--- src/rtl/dkm_pkg.sv ---
// rtl/dkm_pkg.sv - shared encodings, defaults and counter helper for the eject block
package dkm_pkg;

    localparam logic [1:0] ST_IDLE = 2'd0;
    localparam logic [1:0] ST_FIRE = 2'd1;
    localparam logic [1:0] ST_GAP  = 2'd2;

    typedef enum logic [1:0] {
        SEL_NONE   = 2'd0,
        SEL_CAN    = 2'd1,
        SEL_NICKEL = 2'd2,
        SEL_DIME   = 2'd3
    } sel_t;

    localparam int PULSE_CYCLES_DEF = 4;
    localparam int GAP_CYCLES_DEF   = 2;

    // Returns {overflow, new_count}; a decrement only occurs on a non-zero count.
    function automatic logic [2:0] sat_update(input logic [1:0] cnt,
                                              input logic [1:0] inc,
                                              input logic       dec);
        logic [3:0] sum;
        sum = {2'b00, cnt} + {2'b00, inc} - {3'b000, dec};
        if (sum > 4'd3)
            sat_update = {1'b1, 2'd3};
        else
            sat_update = {1'b0, sum[1:0]};
    endfunction

endpackage

--- src/rtl/dkm_eject_timer.sv ---
// rtl/dkm_eject_timer.sv - 4-bit loadable down-counter shared by pulse and gap phases
module dkm_eject_timer (
    input  logic       clk,
    input  logic       rst_n,
    input  logic       load,
    input  logic [3:0] load_value,
    output logic       done
);

    logic [3:0] count;

    always_ff @(posedge clk or negedge rst_n) begin
        if (!rst_n) begin
            count <= 4'd0;
        end else if (load) begin
            count <= load_value;
        end else if (count != 4'd0) begin
            count <= count - 4'd1;
        end
    end

    assign done = (count == 4'd0);

endmodule

--- src/rtl/dkm_eject.sv ---
// rtl/dkm_eject.sv - solenoid sequencer for can and coin ejection with pending counters
module dkm_eject
    import dkm_pkg::*;
#(
    parameter int PULSE_CYCLES = PULSE_CYCLES_DEF,
    parameter int GAP_CYCLES   = GAP_CYCLES_DEF
) (
    input  logic CLK,
    input  logic RST,
    input  logic DISPENSE,
    input  logic NICKEL_OUT,
    input  logic DIME_OUT,
    input  logic TWO_DIME_OUT,
    output logic CAN_SOL,
    output logic NICKEL_SOL,
    output logic DIME_SOL,
    output logic BUSY,
    output logic OVERRUN
);

    localparam logic [3:0] PULSE_LOAD = 4'(PULSE_CYCLES - 1);
    localparam logic [3:0] GAP_LOAD   = 4'(GAP_CYCLES - 1);

    logic [1:0] state, state_nxt;
    logic [1:0] can_cnt, nickel_cnt, dime_cnt;
    logic [2:0] can_upd, nickel_upd, dime_upd;
    sel_t       pick;
    logic       any_pending;
    logic       fire_start;
    logic       t_load;
    logic [3:0] t_value;
    logic       t_done;

    dkm_eject_timer u_timer (
        .clk        (CLK),
        .rst_n      (RST),
        .load       (t_load),
        .load_value (t_value),
        .done       (t_done)
    );

    always_comb begin
        any_pending = (can_cnt != 2'd0) || (nickel_cnt != 2'd0) || (dime_cnt != 2'd0);
        if (can_cnt != 2'd0)
            pick = SEL_CAN;
        else if (nickel_cnt != 2'd0)
            pick = SEL_NICKEL;
        else if (dime_cnt != 2'd0)
            pick = SEL_DIME;
        else
            pick = SEL_NONE;
    end

    always_comb begin
        state_nxt  = state;
        fire_start = 1'b0;
        t_load     = 1'b0;
        t_value    = 4'd0;
        case (state)
            ST_IDLE: fire_start = any_pending;
            ST_FIRE: begin
                if (t_done) begin
                    state_nxt = ST_GAP;
                    t_load    = 1'b1;
                    t_value   = GAP_LOAD;
                end
            end
            ST_GAP: begin
                if (t_done) begin
                    if (any_pending)
                        fire_start = 1'b1;
                    else
                        state_nxt = ST_IDLE;
                end
            end
            default: state_nxt = ST_IDLE;
        endcase
        if (fire_start) begin
            state_nxt = ST_FIRE;
            t_load    = 1'b1;
            t_value   = PULSE_LOAD;
        end
    end

    // The selected counter is consumed at the same edge the actuation starts.
    assign can_upd    = sat_update(can_cnt,    {1'b0, DISPENSE},        fire_start && (pick == SEL_CAN));
    assign nickel_upd = sat_update(nickel_cnt, {1'b0, NICKEL_OUT},      fire_start && (pick == SEL_NICKEL));
    assign dime_upd   = sat_update(dime_cnt,   {TWO_DIME_OUT, DIME_OUT}, fire_start && (pick == SEL_DIME));

    always_ff @(posedge CLK or negedge RST) begin
        if (!RST) begin
            state      <= ST_IDLE;
            can_cnt    <= 2'd0;
            nickel_cnt <= 2'd0;
            dime_cnt   <= 2'd0;
            CAN_SOL    <= 1'b0;
            NICKEL_SOL <= 1'b0;
            DIME_SOL   <= 1'b0;
            OVERRUN    <= 1'b0;
        end else begin
            state      <= state_nxt;
            can_cnt    <= can_upd[1:0];
            nickel_cnt <= nickel_upd[1:0];
            dime_cnt   <= dime_upd[1:0];
            OVERRUN    <= OVERRUN | can_upd[2] | nickel_upd[2] | dime_upd[2];
            if (fire_start) begin
                CAN_SOL    <= (pick == SEL_CAN);
                NICKEL_SOL <= (pick == SEL_NICKEL);
                DIME_SOL   <= (pick == SEL_DIME);
            end else if (state_nxt != ST_FIRE) begin
                CAN_SOL    <= 1'b0;
                NICKEL_SOL <= 1'b0;
                DIME_SOL   <= 1'b0;
            end
        end
    end

    assign BUSY = (state != ST_IDLE) || any_pending;

endmodule

--- config.mk ---
export PLATFORM = sky130hd
export DESIGN_NAME = dkm_eject
export DESIGN_NICKNAME = d
export VERILOG_FILES = /design/src/rtl/dkm_pkg.sv /design/src/rtl/dkm_eject_timer.sv /design/src/rtl/dkm_eject.sv
export SDC_FILE = /design/constraint.sdc
export NUM_CORES = 1
export LEC_CHECK = 0
export ABC_AREA = 1
export CAP_MARGIN = 20
export CELL_PAD_IN_SITES_DETAIL_PLACEMENT = 0
export CELL_PAD_IN_SITES_GLOBAL_PLACEMENT = 1
export CORE_MARGIN = 3
export CORE_UTILIZATION = 42
export DETAILED_ROUTE_END_ITERATION = 10
export PLACE_DENSITY_LB_ADDON = 0.1
export SLEW_MARGIN = 20
export SYNTH_ARGS = -nofsm -noshare
export SYNTH_HDL_FRONTEND = slang
export SYNTH_SLANG_ARGS = --single-unit
--- constraint.sdc ---
create_clock -name CLK -period 3.2 [get_ports CLK]
set_clock_uncertainty 0.2 [all_clocks]
set_input_delay 0.64 -clock CLK [delete_from_list [all_inputs] [get_ports CLK]]
set_output_delay 0.64 -clock CLK [all_outputs]
set_load 0.01 [all_outputs]
==> impl_metrics.ini <==
[power_and_ir_drop]
pwr-share-seq = 0.357
pwr_density_cell_nw_per_um2 = 747
vdd_drop_max_uv = 388
power.share.clock = 0.112
power.switching_mw = 0.401
p_leak_nw = 0.635
p_comb_frac = 0.531
internal_power_mw = 0.524
swShare = 0.434

[clock_tree]
post_cts_resized = 0
clk_pin_slew_ps = 90
htreeDepth = 1
cts_sinks = 16
hold_buffers = 0
cts_tree = built
cts_buffer_depth = 2
clock_latency_ps = 280
cts-root-buf = clkbuf_4
cts_buffers = 3
postCtsSetupRepairBufs = 0

[global_routing]
grt_max_degree = 17
grt.total_usage = 0.132
overflow = 0
antenna_found_initial = 0
grt_pass1_wl_um = 3300
grt_pass1_vias = 816

[routing]
wl_per_cell_um = 10.4
post_drt_via_cell_ratio = 4.74
wl_um = 1690
drt-pass1-iter-count = 3
drt_drc_violations_left = 0
drt_iter0_drc = 17
via_count = 773
postRouteAntennaNets = 0

[yosys]
ys_types = 25
yosysSeqAreaShare = 0.371
synth-seq-cells = 16
synth_compound_area_frac = 0.0823
syn_nets = 144
synth_top_family_by_area = simple AND/OR/NAND/NOR gates
synth_fa_ha_area_frac = 0.206
avgSynthCellArea_um2 = 8.85
ys_top_cells_by_area = dfrtp_1 37%, ha_1 15%, inv_1 9.7%
synth_xor_area_frac = 0.0162
synthSimpleGateAreaFrac = 0.224
yosysTopAreaCellShare = 0.371
syn_area_um2 = 1080
ys_warn_count = 0
muxShareOfSynthArea = 0
synth_area_leader_cell = dfrtp_1
syn_inst = 122

[place]
placed_cell_area_um2 = 1210
port_buffers = 10
hpwlAfterDp_um = 1430
routabilityCongestion = 0.842

[sta]
slew_headroom = 0.527
hold_viol = 0
holdWs_ps = 298
finalSetupViolCount = 0
tns_ps = 0
fmax_ghz = 0.353
period_needed_ps = 2840
slew_viol_final = 0
rsz0062_at_grt = no
tightestPinTransition_ps = 707
finalCritPeriodShare = 0.886

[worst_setup_path]
arrival_ps = 2790
cp-end-kind = register
slowest_stage = fa_1
reg2reg_slack_ps = 360
setup.worst_path.start_class = register
crit_chain = inv_1, ha_1, nand2_2, nand2_4, nand2_2, nor2_1, ha_1, inv_1, ha_1, fa_1, or2_0, a21oi_2, nand3_1
timing.rr.end = OVERRUN
reg2reg_depth = 13
crit_required_ps = 3150
r2r_start = u_timer.count[1]
slowest_delay_ps = 400
cpMostUsedCell = ha_1
crit_fanout = 6
critical_path_class = register to register

[die]
io_pins = 11
core_area_um2 = 2320
core.rowCount = 17
start_util = 0.466
die_x_um = 56.7
fp.dieArea_um2 = 3220
die_h_um = 56.7

[hold_path]
whs_endpoint = state[1]
min-delay-start = state[0]
hold_depth = 1
hold_path_class = register to register

[final_layout]
area_growth_pct = 14.6
layout-drive-gt1-share = 0.104
final_area_um2 = 1240
final_nets = 159
final_util = 0.534
diodes = 0

[status]
outcome = completed

[job]
maxCapViolations = 0
-- layer usage --
| metal | global-route usage | routed length (µm) |
|---|---|---|
| met3 | 0.0529 | 80 |
| met5 | 0 | 0 |
| met2 | 0.215 | 823 |
| met1 | 0.163 | 775 |
| met4 | 0.0305 | 12 |
-- state kept, by name (all words and copies together), names as in the netlist, 2 cells and up --
signal         count
nickel_cnt         2
u_timer.count      4
can_cnt            2
dime_cnt           2
state              2
-- critical path: cells and delay by family (launching register included) --
kind	cells	cell delay [ps]
buffers and inverters	2	100
and+or+nand+nor	6	730
adders and majority gates	4	1100
AOI/OAI and AO/OA	1	200
DFF	1	360
-- final cells by class --
type	instances	area (µm²)
Clock buffer	3	22.5
Fill cell	241	1080
Inverter	29	109
Multi-Input combinational cell	77	571
Sequential cell	16	400
Tap cell	28	35.0
Timing Repair Buffer	10	100
-- synth_stat cells, drive strengths merged --
cell type / n
inv: 29
nand2: 17
dfrtp: 16
nor2: 14
ha: 13
nand3: 9
o21ai: 9
or2: 4
fa: 3
a21oi: 2
xor2: 2
a21boi: 1
nand3b: 1
o211ai: 1
o21bai: 1
-- worst max path at each step --
stage | startpoint | endpoint | slack [ps] | cells after the start
final | u_timer.count[1] | OVERRUN | 360 | 13
after global routing | u_timer.count[0] | OVERRUN | 120 | 13
after CTS | u_timer.count[0] | OVERRUN | 340 | 13
after detailed placement | u_timer.count[0] | OVERRUN | 360 | 13
after global placement | u_timer.count[1] | OVERRUN | 380 | 13
after floorplan | u_timer.count[0] | OVERRUN | 570 | 13
-- power groups by stage --
| stage | clock [mW] | sequential, mW | combinational (mW) |
|---|---|---|---|
| global route | 0.120 | 0.341 | 0.584 |
| global placement | 0 | 0.336 | 0.490 |
| finish | 0.104 | 0.330 | 0.491 |
| detailed placement | 0 | 0.335 | 0.498 |
| floorplan | 0 | 0.328 | 0.384 |
| CTS | 0.109 | 0.331 | 0.504 |
-- logic make-up after synthesis --
kind of cell               after synthesis
xor gates and xnor gates                 2
DFF                                     16
and+or+nand+nor                         45
buffers and inverters                   29
adders and majority gates               16
AOI/OAI and AO/OA                       14
-- per-stage QoR --
step           setup slack [ps]  instances  power (mW)
6_report                    364        163       0.925
4_1_cts                     336        163       0.944
5_1_grt                     117        163        1.05
3_5_place_dp                357        160       0.833
2_1_floorplan               569        122       0.713
3_3_place_gp                376        160       0.826
-- cells in the final DEF (no fill, tap or decap) --
cell,count
inv_2,1
o21ai_2,2
nand2_1,14
clkdlybuf4s50_1,10
nand2_2,2
o21bai_1,1
a21oi_2,1
nand2_4,1
nand3_4,2
nand3_1,7
fa_1,3
a21boi_0,1
or2_1,3
inv_1,28
a21oi_1,1
ha_1,13
nor2_1,12
nand3b_1,1
clkbuf_4,3
nor2_4,1
o21ai_0,5
nor2_2,1
o211ai_1,1
dfrtp_1,16
or2_0,1
o21ai_1,2
xor2_1,2
No activity file was read; power rests on OpenSTA's default activity.
